**src/rtl/angle_entry_pkg.sv**
```systemverilog
// Shared types and constants for the push-button angle entry block.
// Holds the FSM state enum, cursor index constants, default angle limit
// and small BCD helper functions used by angle_key_entry.
package angle_entry_pkg;

  typedef enum logic [1:0] {
    IDLE = 2'd0,
    EDIT = 2'd1,
    CONV = 2'd2,
    DONE = 2'd3
  } state_t;

  localparam logic [1:0] DIG_UNITS = 2'd0;
  localparam logic [1:0] DIG_TENS  = 2'd1;
  localparam logic [1:0] DIG_HUNDS = 2'd2;

  localparam int MAX_ANGLE_DEF = 360;
  localparam int BCD_W         = 12;

  // Single BCD digit +1 with 9 -> 0 wrap.
  function automatic logic [3:0] bcd_inc(input logic [3:0] n);
    return (n == 4'd9) ? 4'd0 : n + 4'd1;
  endfunction

  // Single BCD digit -1 with 0 -> 9 wrap.
  function automatic logic [3:0] bcd_dec(input logic [3:0] n);
    return (n == 4'd0) ? 4'd9 : n - 4'd1;
  endfunction

  // Three-digit BCD image of a small non-negative integer (elaboration-time use).
  function automatic logic [BCD_W-1:0] to_bcd(input int v);
    int h, t, u;
    h = (v / 100) % 10;
    t = (v / 10) % 10;
    u = v % 10;
    return {h[3:0], t[3:0], u[3:0]};
  endfunction

endpackage

```
**src/rtl/angle_key_entry_key_debounce.sv**
```systemverilog
// Purpose: 2-flop synchronizer, stability-count debounce and press pulse for one active-low key.
// Latency: press pulse 2 + DEBOUNCE_CYCLES + 1 cycles after the first stable raw low.
// Backpressure: none; the pulse is one cycle wide and is never held.
module key_debounce #(
  parameter int DEBOUNCE_CYCLES = 1000000
) (
  input  logic clk,
  input  logic rst,
  input  logic key_n,
  output logic press_vld
);

  localparam int CW = (DEBOUNCE_CYCLES > 1) ? $clog2(DEBOUNCE_CYCLES) : 1;
  localparam logic [CW-1:0] CNT_LAST = CW'(DEBOUNCE_CYCLES - 1);

  logic          sync1_q, sync1_d;
  logic          sync2_q, sync2_d;
  logic          stable_q, stable_d;
  logic          stable_dly_q, stable_dly_d;
  logic          press_q, press_d;
  logic [CW-1:0] cnt_q, cnt_d;

  // Debounce: the stable level flips on the Nth consecutive differing sample; any agreement restarts.
  always_comb begin
    sync1_d      = key_n;
    sync2_d      = sync1_q;
    stable_d     = stable_q;
    cnt_d        = '0;
    stable_dly_d = stable_q;
    press_d      = stable_dly_q & ~stable_q;
    if (sync2_q != stable_q) begin
      if (cnt_q == CNT_LAST) begin
        stable_d = sync2_q;
        cnt_d    = '0;
      end else begin
        cnt_d = cnt_q + CW'(1);
      end
    end
  end

  // State registers; everything resets to the released level so no event follows reset.
  always_ff @(posedge clk) begin
    if (rst) begin
      sync1_q      <= 1'b1;
      sync2_q      <= 1'b1;
      stable_q     <= 1'b1;
      stable_dly_q <= 1'b1;
      press_q      <= 1'b0;
      cnt_q        <= '0;
    end else begin
      sync1_q      <= sync1_d;
      sync2_q      <= sync2_d;
      stable_q     <= stable_d;
      stable_dly_q <= stable_dly_d;
      press_q      <= press_d;
      cnt_q        <= cnt_d;
    end
  end

  assign press_vld = press_q;

endmodule

```
**src/rtl/angle_key_entry.sv**
```systemverilog
// Purpose: debounced 4-key BCD angle editor with serial BCD->binary commit (macro ANGLE_CLAMP_EN clamps instead of rejecting).
// Latency: edit events visible 1 cycle after the event; commit out_valid/out_err 4 cycles after the ok event.
// Backpressure: none; key events arriving during CONV/DONE are discarded.
module angle_key_entry
  import angle_entry_pkg::*;
#(
  parameter int DEBOUNCE_CYCLES = 1000000,
  parameter int MAX_ANGLE       = MAX_ANGLE_DEF
) (
  input  logic              clk,
  input  logic              rst,
  input  logic              key_sel,
  input  logic              key_inc,
  input  logic              key_dec,
  input  logic              key_ok,
  output logic [BCD_W-1:0]  edit_bcd,
  output logic [1:0]        edit_digit,
  output logic              editing,
  output logic [8:0]        out_angle,
  output logic              out_valid,
  output logic              out_err
);

  localparam logic [9:0] MAX_A10 = 10'(MAX_ANGLE);
`ifdef ANGLE_CLAMP_EN
  localparam logic [8:0]       MAX_A9  = 9'(MAX_ANGLE);
  localparam logic [BCD_W-1:0] MAX_BCD = to_bcd(MAX_ANGLE);
`endif

  logic ev_sel, ev_inc, ev_dec, ev_ok;

  key_debounce #(.DEBOUNCE_CYCLES(DEBOUNCE_CYCLES)) u_db_sel (.clk(clk), .rst(rst), .key_n(key_sel), .press_vld(ev_sel));
  key_debounce #(.DEBOUNCE_CYCLES(DEBOUNCE_CYCLES)) u_db_inc (.clk(clk), .rst(rst), .key_n(key_inc), .press_vld(ev_inc));
  key_debounce #(.DEBOUNCE_CYCLES(DEBOUNCE_CYCLES)) u_db_dec (.clk(clk), .rst(rst), .key_n(key_dec), .press_vld(ev_dec));
  key_debounce #(.DEBOUNCE_CYCLES(DEBOUNCE_CYCLES)) u_db_ok  (.clk(clk), .rst(rst), .key_n(key_ok),  .press_vld(ev_ok));

  state_t           state_q, state_d;
  logic [BCD_W-1:0] bcd_q, bcd_d;
  logic [1:0]       digit_q, digit_d;
  logic [9:0]       acc_q, acc_d;
  logic [1:0]       step_q, step_d;
  logic [8:0]       angle_q, angle_d;
  logic             valid_q, valid_d;
  logic             err_q, err_d;
  logic             editing_q, editing_d;

  logic             do_ok, do_sel, do_inc, do_dec;
  logic [3:0]       cur_nib, new_nib, conv_dig;
  logic [9:0]       acc_mac;

  // Priority ok > sel > inc > dec, plus digit selection for editing and conversion.
  always_comb begin
    do_ok  = ev_ok;
    do_sel = ev_sel & ~ev_ok;
    do_inc = ev_inc & ~ev_ok & ~ev_sel;
    do_dec = ev_dec & ~ev_ok & ~ev_sel & ~ev_inc;
    case (digit_q)
      DIG_UNITS: cur_nib = bcd_q[3:0];
      DIG_TENS:  cur_nib = bcd_q[7:4];
      default:   cur_nib = bcd_q[11:8];
    endcase
    new_nib = do_inc ? bcd_inc(cur_nib) : bcd_dec(cur_nib);
    case (step_q)
      2'd0:    conv_dig = bcd_q[11:8];
      2'd1:    conv_dig = bcd_q[7:4];
      default: conv_dig = bcd_q[3:0];
    endcase
    acc_mac = {acc_q[6:0], 3'b000} + {acc_q[8:0], 1'b0} + {6'd0, conv_dig};
  end

  // FSM next-state: editing, serial multiply-accumulate conversion, commit / reject.
  always_comb begin
    state_d = state_q;
    bcd_d   = bcd_q;
    digit_d = digit_q;
    acc_d   = acc_q;
    step_d  = step_q;
    angle_d = angle_q;
    valid_d = 1'b0;
    err_d   = 1'b0;
    case (state_q)
      IDLE: begin
        if (do_sel) begin
          state_d = EDIT;
          digit_d = DIG_UNITS;
        end
      end
      EDIT: begin
        if (do_ok) begin
          state_d = CONV;
          acc_d   = '0;
          step_d  = 2'd0;
        end else if (do_sel) begin
          digit_d = (digit_q == DIG_HUNDS) ? DIG_UNITS : digit_q + 2'd1;
        end else if (do_inc || do_dec) begin
          case (digit_q)
            DIG_UNITS: bcd_d[3:0]  = new_nib;
            DIG_TENS:  bcd_d[7:4]  = new_nib;
            default:   bcd_d[11:8] = new_nib;
          endcase
        end
      end
      CONV: begin
        acc_d  = acc_mac;
        step_d = step_q + 2'd1;
        if (step_q == 2'd2) begin
          if (acc_mac <= MAX_A10) begin
            angle_d = acc_mac[8:0];
            valid_d = 1'b1;
            state_d = DONE;
          end else begin
`ifdef ANGLE_CLAMP_EN
            angle_d = MAX_A9;
            bcd_d   = MAX_BCD;
            valid_d = 1'b1;
            state_d = DONE;
`else
            err_d   = 1'b1;
            state_d = EDIT;
`endif
          end
        end
      end
      default: state_d = IDLE;
    endcase
    editing_d = (state_d == EDIT);
  end

  // Single register bank for FSM state and all registered outputs.
  always_ff @(posedge clk) begin
    if (rst) begin
      state_q   <= IDLE;
      bcd_q     <= '0;
      digit_q   <= DIG_UNITS;
      acc_q     <= '0;
      step_q    <= 2'd0;
      angle_q   <= '0;
      valid_q   <= 1'b0;
      err_q     <= 1'b0;
      editing_q <= 1'b0;
    end else begin
      state_q   <= state_d;
      bcd_q     <= bcd_d;
      digit_q   <= digit_d;
      acc_q     <= acc_d;
      step_q    <= step_d;
      angle_q   <= angle_d;
      valid_q   <= valid_d;
      err_q     <= err_d;
      editing_q <= editing_d;
    end
  end

  assign edit_bcd   = bcd_q;
  assign edit_digit = digit_q;
  assign editing    = editing_q;
  assign out_angle  = angle_q;
  assign out_valid  = valid_q;
  assign out_err    = err_q;

endmodule

```
**config.mk**
```make
export PLATFORM = sky130hd
export DESIGN_NAME = angle_key_entry
export DESIGN_NICKNAME = d
export VERILOG_FILES = /design/src/rtl/angle_entry_pkg.sv /design/src/rtl/angle_key_entry_key_debounce.sv /design/src/rtl/angle_key_entry.sv
export SDC_FILE = /design/constraint.sdc
export NUM_CORES = 1
export LEC_CHECK = 0
export CAP_MARGIN = 20
export CORE_UTILIZATION = 30
export DETAILED_ROUTE_END_ITERATION = 16
export PLACE_DENSITY = 0.56
export SLEW_MARGIN = 5
export SYNTH_ARGS = -nofsm -noshare
export SYNTH_HDL_FRONTEND = slang
export SYNTH_SLANG_ARGS = --single-unit
```
**constraint.sdc**
```tcl
create_clock -name clk -period 3.95 [get_ports clk]
set_input_delay 0.395 -clock clk [delete_from_list [all_inputs] [get_ports clk]]
set_output_delay 0.395 -clock clk [all_outputs]
set_load 0.03 [all_outputs]
```
### After elaboration in Yosys (flattened, before gate mapping)

Cells that the tools add are included.

* bits in registers: 139
* word-level logic and storage cells: 135

* order comparisons: 1
* add/subtract/negate cells: 10
* eq/ne operators: 20
* multiplexer cells: 21
* reduce and logical (&&, ||, !) cells: 23
* bitwise logic cells: 25

Operators with widths (count)
* $add 20x1->20 const B: 4
* $eq 20x20->1 const B: 4
* $mux 2: 9
* $pmux 9 s2: 1
* $pmux 4 s2: 2
* $not 1->1: 15
* $reduce_and 5->1: 3
* $reduce_or 3->1: 5
* $mux 4: 3
* $add 10x10->10: 1
* $add 10x4->10: 1
* $and 1x1->1: 10
* $le 10x9->1 const B: 1
* $reduce_and 2->1: 5
* $mux 9: 1
* $eq 2x1->1 const B: 4
* $pmux 2 s2: 2
* $eq 2x2->1 const B: 3
* $logic_not 2->1: 3
* $ne 2x2->1 const B: 3
* $pmux 2 s3: 1
* $add 2x1->2 const B: 2
* $add 4x1->4 const B: 1
* $eq 4x4->1 const B: 1
* other kinds (10): 15

### Logic depth before layout (Yosys ltp)

Gate-level depths: netlist of the first run.

* depth after elaboration: 8
* gate-level depth with buffers: 16
* gate-level depth less buffers: 15

### Modules after synthesis

From an unflattened synthesis of the first run, not the netlist that was laid out.

* cell total of the unflattened synthesis: 761
* area, all modules: 6723.9 um2

Modules (own cells, without submodules)
* key_debounce at u_db_dec ...: area an instance 1081.0 um2, sequential area each 500.5 um2, times used 3, cells each 120
* angle_key_entry: area an instance 2391.0 um2, sequential area each 780.7 um2, times used 1, cells each 277
* key_debounce at u_db_sel: area an instance 1089.8 um2, sequential area each 500.5 um2, times used 1, cells each 124

### Worst setup path after synthesis of the first run

Ideal clock, no wire load.

* path type: reg-to-reg
* start: register step_q[0]
* end: register angle_q[5] (netlist: out_angle[5])
* path slack: 0.556 ns
* stages on the path, launching flop included: 14
* library setup time: 0.067 ns
* arrival time: 3.326 ns
* data required time: 3.883 ns
* path through: dfxtp_1 > inv_1 > ha_1 > a22o_1 > a21oi_1 > fa_1 > fa_1 > nor2b_4 > o31ai_1 > a211o_1 > and3_1 > buf_4 > or3_1 > a21oi_2

* word-level cells in the longest chain between the ends: 5

Ends and longest elaborated chain
* from (decl): line angle_key_entry.sv:41 `logic [1:0] step_q, step_d;`
* from (signal assigned): line angle_key_entry.sv:146 `step_q <= step_d;`
* $eq 2x1->1 or $logic_not 2->1 (tied branches): line angle_key_entry.sv:63 `case (step_q)`
* $pmux 4 s2: line angle_key_entry.sv:63
* $add 10x4->10: line angle_key_entry.sv:68 `acc_mac = {acc_q[6:0], 3'b000} + {acc_q[8:0], 1'b0} + {6'd0, conv_dig};`
* $le 10x9->1: line angle_key_entry.sv:107 `if (acc_mac <= MAX_A10) begin`
* $reduce_and 3->1 (no source line)
* to (signal assigned): line angle_key_entry.sv:147 `angle_q <= angle_d;`
* to (decl): line angle_key_entry.sv:42 `logic [8:0] angle_q, angle_d;`

Parallel ways exist; a longest one is shown, timed or not.
A chain may end at the register's enable or synchronous reset.

### Final worst setup path of the first run

Ends and elaborated chain as after synthesis.

==> impl_metrics.json, run 1 <==
{
  "final_nets": 792,
  "cp_num_buf_inv": 1,
  "synth.area.top_cells": "dfxtp_1, nor2_1, xor2_1, xnor2_1, ha_1",
  "synth_cell_types": 54,
  "grt_max_degree": 49,
  "netlist_area_sq_um": 6360,
  "grt_pass1_vias": 4538,
  "drt_iter0_drc": 313,
  "dieWidth_um": 148,
  "fp.dieH_um": 148,
  "area_growth_pct": 18.6,
  "slew_viol_final": 0,
  "cts_sinks": 139,
  "r2r_slack_ns": 0.36,
  "status": "finished, final reports clean",
  "r2r-start": "step_q[0]",
  "grt_pass1_wl_um": 21700,
  "vias_per_cell": 4.67,
  "post-route-period-util_pct": 91.0,
  "synth.yosys.warnings": 0,
  "worstReg2RegEnd": "out_angle[5]",
  "synth_top_area_share_pct": 43.8,
  "powerDensity_nw_per_um2": 407,
  "antenna_cells": 0,
  "cap_violations": 0,
  "hold_viol": 0,
  "hpwl_um": 8910,
  "setup_viol": 0,
  "hold_end": "u_db_sel.press_vld",
  "start_util_pct": 31.0,
  "cpPeakStageDelay_ns": 0.51,
  "crit_chain": "inv_1 -> ha_1 -> a22o_1 -> a21oi_1 -> fa_1 -> fa_1 -> nor2b_4 -> o31ai_1 -> a211o_1 -> a22o_1 -> or3_1 -> a21oi_2",
  "synthCells": 731,
  "period_minus_slack_ns": 3.59,
  "num_rows": 52,
  "timing.critical_path.max_delay_family": "compound AO/OA/AOI/OAI gates",
  "routedWlPerCell_um": 12.2,
  "place_ws_ns": 0.370,
  "dieArea_sq_um": 21800,
  "worstHoldPathType": "reg2reg",
  "remaining_drc_errors": 0,
  "fin_skew_ns": 0.00679,
  "ff2ff_path_depth": 12,
  "async_reset_ff_share_pct": 0,
  "cp.arrival_ns": 3.94,
  "yosysSeqAreaShare_pct": 43.8,
  "rsz0062_at_grt": "false",
  "yosys_most_used_dff": "dfxtp_1",
  "finalPower_w": 0.00307,
  "synth_edf_count": 0,
  "critPathMaxFanout": 13,
  "cts_setup_buffers": 0,
  "synth-seq-cells": 139,
  "cts_made_buffers": 17,
  "path_clk_slew_ns": 0.06,
  "grt-ovfl-total": 0,
  "syn_avg_cell_area_sq_um": 8.70,
  "cts_tree": "built",
  "cts_buffer_depth": 2,
  "grt_antenna_before_repair": 0,
  "cts_root_buffer": "clkbuf_16",
  "hold_depth": 2,
  "htreeDepth": 4,
  "yosys.area.top_type": "dfxtp_1",
  "io_buffers": 31,
  "num-fill-cells": 2109,
  "relSlewSlack_pct": 42.4,
  "startpoint_type": "register",
  "fin_hold_ws_ns": 0.410,
  "gp_congestion": 0.855,
  "crit_required_ns": 4.30,
  "tightest_slew_ns": 0.864,
  "ir_drop_uv": 285,
  "drive_above_1_share_pct": 6.83,
  "drtAntennaViolNets": 0,
  "tns_ns": 0,
  "hold_start": "u_db_sel.stable_dly_q",
  "drt_wl_total_um": 12800,
  "maxClockFrequency_ghz": 0.278,
  "io_pins": 32,
  "grt_usage_pct": 12.4,
  "insertion_delay_ns": 0.42,
  "worstSetupPathType": "reg2reg",
  "final_util_pct": 36.8,
  "vias": 4886,
  "design.core.area_sq_um": 20500,
  "crit_slowest_cell": "fa_1",
  "endpoint_kind": "register",
  "drt_pass1_iterations": 4,
  "synth_nets": 760,
  "p_leak_nw": 2.63,
  "setup_ws_ns": 0.357,
  "holdBufCountCts": 0
}
[power breakdown]
group | switching, W | leakage (nW) | internal, W
registers | 0.00000289 | 1.12 | 0.00141
clock network | 0.000608 | 0.285 | 0.00102
logic | 0.0000180 | 1.22 | 0.00000878
total | 0.000628 | 2.63 | 0.00244
[worst max path at each step]
stage | from | to | slack, ns | depth (start not counted)
finish | step_q[0] | out_angle[5] | 0.36 | 12
global route | step_q[0] | out_angle[5] | 0.07 | 12
CTS | step_q[0] | out_angle[5] | 0.36 | 12
detailed placement | step_q[0] | out_angle[5] | 0.37 | 12
global placement | step_q[0] | out_angle[5] | 0.42 | 12
floorplan | step_q[0] | out_angle[5] | 0.56 | 13
[worst register-to-register path, delay by kind of cell (launching register included)]
kind	cells	cell delay, ns
adder cells (fa/ha/maj)	3	1.25
AO/OA/AOI/OAI	6	1.30
AND/OR/NAND/NOR	2	0.52
flip-flops	1	0.37
buffers and inverters	1	0.08
[layout by cell type (no fill, tap or decap), types with 3 or more instances in the layout]
cell type and count:
nand2_1 59, o22ai_1 3, and2_1 4, nand2b_1 3, clkinvlp_4 4, bufinv_16 3, nor3_1 11, nor4b_1 3
clkdlybuf4s50_1 30, nand4_1 13, nor4_1 7, a211o_1 8, clkinv_2 3, o21a_1 6, a21oi_1 28, nor2b_1 11
or2_2 13, o211ai_1 6, a22oi_1 3, ha_1 21, nor2_1 125, and3_1 18, and4_1 8, o21ai_0 16
buf_4 4, xnor2_1 32, a211oi_1 9, nor3b_1 4, dfxtp_1 139, inv_1 24, clkbuf_16 17, or3_1 8
mux2i_1 11, a22o_1 3, nand3_1 41, xor2_1 46
[cell families (layout without fill, tap and decap cells)]
group | Yosys count | in the layout | share of synthesized area (%)
xor gates and xnor gates | 79 | 79 | 11.1
and+or+nand+nor | 334 | 334 | 25.4
adders and majority gates | 23 | 23 | 4.76
buffers and inverters | 46 | 91 | 2.91
muxes | 12 | 12 | 1.91
AOI/OAI and AO/OA | 98 | 98 | 10.1
DFF | 139 | 139 | 43.8
[timing repair]
item | CTS | global route
gates resized for setup | 0 | 1
endpoints found under the setup margin | 0 | 2
endpoints found under the hold margin | 0 | 0
[registers in the layout, indices dropped and copies added (netlist names), 2 cells and up]
signal	count
edit_digit	2
u_db_inc.cnt_q	20
state_q	2
u_db_sel.cnt_q	20
u_db_ok.cnt_q	20
u_db_dec.cnt_q	20
step_q	2
acc_q	9
out_angle	9
edit_bcd	12
[synth_stat cells (all sizes together), types with 2 or more instances]
cell type / n
a211o: 8
a211oi: 9
a21o: 2
a21oi: 29
a22o: 3
a22oi: 3
and2: 4
and3: 19
and4: 8
buf: 3
clkbuf: 19
dfxtp: 139
fa: 2
ha: 21
inv: 24
mux2i: 11
nand2: 59
nand2b: 3
nand3: 41
nand4: 13
nor2: 125
nor2b: 12
nor3: 11
nor3b: 4
nor4: 7
nor4b: 3
nor4bb: 2
o211ai: 6
o21a: 6
o21ai: 17
o21bai: 2
o22ai: 3
o31ai: 2
or2: 13
or3: 8
xnor2: 32
xor2: 46
[layer usage]
metal  up-vias  wire, um  GRT usage, %  part of all wire, %
met2        62      5580          18.7                   44
met3         7       449          3.21                  3.5
li1       2585         -             -                    -
met4         0        83          5.67                 0.65
met1      2232      6680          16.4                   52
met5         -         0             0                    0
[cell type report]
type                            instances  area [sq um]  area share (%)
Clock inverter                         11           144            1.91
Clock buffer                           21           460            6.11
Multi-Input combinational cell        546          3390            45.0
Timing Repair Buffer                   35           335            4.45
Tap cell                              270           338            4.48
Inverter                               24          90.1            1.19
Sequential cell                       139          2780            36.9
[stage by stage]
step / std cells / cell area (sq um)
after floorplan: 731 / 6360
after global placement: 1014 / 6940
after detailed placement: 1014 / 6940
after CTS: 1046 / 7540
after global routing: 1046 / 7540
final: 1046 / 7540
Power figures use the tool's default switching activity.
==> inputs of run 2 (changes only) <==
GPL_ROUTABILITY_DRIVEN = 1   (was not set)
MAX_ROUTING_LAYER = met4   (was not set)
==> impl_metrics.json, run 2 (same netlist as run 1, synthesis figures left out) <==
{
  "tightest_slew_ns": 0.866,
  "endpoint_kind": "register",
  "multiInputGateArea_sq_um": 3390,
  "dieWidth_um": 148,
  "setup_ws_ns": 0.350,
  "cp.arrival_ns": 3.94,
  "setup_viol": 0,
  "area_growth_pct": 18.6,
  "cts_setup_buffers": 0,
  "io_buffers": 31,
  "final_util_pct": 36.8,
  "cts_root_buffer": "clkbuf_16",
  "rsz0062_at_grt": "false",
  "fp.dieH_um": 148,
  "io_pins": 32,
  "period_minus_slack_ns": 3.60,
  "hold_viol": 0,
  "startpoint_type": "register",
  "holdBufCountCts": 0,
  "critPathMaxFanout": 13,
  "drive_above_1_share_pct": 6.83,
  "dieArea_sq_um": 21800,
  "worstSetupPathType": "reg2reg",
  "relSlewSlack_pct": 42.3,
  "design.core.area_sq_um": 20500,
  "vias_per_cell": 4.72,
  "status": "finished, final reports clean",
  "maxClockFrequency_ghz": 0.278,
  "most-common-layout-cells": "dfxtp_1, nor2_1, nand2_1",
  "grt_antenna_before_repair": 0,
  "path_clk_slew_ns": 0.06,
  "cts_buffer_depth": 2,
  "p_leak_nw": 2.63,
  "final_nets": 792,
  "grt_max_degree": 49,
  "worstHoldPathType": "reg2reg",
  "num-fill-cells": 2109,
  "crit_required_ns": 4.29,
  "htreeDepth": 4,
  "drtAntennaViolNets": 0,
  "vias": 4934,
  "post-route-period-util_pct": 91.1,
  "grt-ovfl-total": 0,
  "gp_congestion": 0.869,
  "remaining_drc_errors": 0,
  "drt_iter0_drc": 302,
  "tns_ns": 0,
  "start_util_pct": 31.0,
  "cts_resized": 0,
  "routedWlPerCell_um": 12.2,
  "drt_pass1_iterations": 6,
  "antenna_cells": 0,
  "regArea_sq_um": 2780,
  "fin_skew_ns": 0.00750,
  "cap_violations": 0,
  "final_common_cell": "dfxtp_1",
  "num_rows": 52,
  "slew_viol_final": 0,
  "grt_pass1_wl_um": 21700,
  "cts_made_buffers": 17,
  "drt_wl_total_um": 12800,
  "cts_sinks": 139,
  "grt_pass1_vias": 4544,
  "place_ws_ns": 0.370,
  "ir_drop_uv": 280,
  "fin_hold_ws_ns": 0.410,
  "insertion_delay_ns": 0.42,
  "cts_tree": "built",
  "hpwl_um": 8910,
  "powerDensity_nw_per_um2": 407,
  "grt_usage_pct": 12.7
}
run 2: cell counts in the layout (fill, tap and decap cells not counted):
No cell type changed its count.
run 2: report_power, final:
group	internal, W	total [W]	switching (W)
combinational	0.00000878	0.0000268	0.0000181
sequential	0.00141	0.00141	0.00000289
clock	0.00102	0.00163	0.000607
total	0.00244	0.00307	0.000628
run 2: final timing paths:
check        slack, ns                   from  cells past startpoint                  to
max               0.35              step_q[0]                     12        out_angle[5]
max reg2reg       0.35              step_q[0]                     12        out_angle[5]
min               0.41  u_db_sel.stable_dly_q                      2  u_db_sel.press_vld
min reg2reg       0.41  u_db_sel.stable_dly_q                      2  u_db_sel.press_vld
run 2: critical path, cell delays in order, from the launching register on:
cell     delay (ns)
dfxtp_1        0.37
inv_1          0.08
ha_1           0.26
a22o_1         0.24
a21oi_1        0.15
fa_1           0.48
fa_1           0.51
nor2b_4        0.15
o31ai_1        0.10
a211o_1        0.33
a22o_1         0.37
or3_1          0.36
a21oi_2        0.11
run 2: routing by layer:
| metal | part of all wire [%] | GRT usage [%] | up-vias | routed length [um] |
|---|---|---|---|---|
| met5 | 0 | - | - | 0 |
| met4 | 1.7 | 4.90 | 0 | 215 |
| met3 | 3.4 | 3.67 | 19 | 428 |
| met2 | 43 | 18.7 | 67 | 5490 |
| met1 | 52 | 16.4 | 2263 | 6630 |
| li1 | - | - | 2585 | - |
run 2: stage by stage:
| step | std cells | power [W] | area (sq um) |
|---|---|---|---|
| 2_1_floorplan | 731 | 0.00146 | 6360 |
| 3_3_place_gp | 1014 | 0.00147 | 6940 |
| 3_5_place_dp | 1014 | 0.00147 | 6940 |
| 4_1_cts | 1046 | 0.00311 | 7540 |
| 5_1_grt | 1046 | 0.00318 | 7540 |
| 6_report | 1046 | 0.00307 | 7540 |
run 2: final cells by class:
class,count,area share (%)
clock inverter,11,1.91
clock buffer,21,6.11
timing repair buffer,35,4.45
sequential,139,36.9
multi-input combinational,546,45.0
inverter,24,1.19
tap,270,4.48
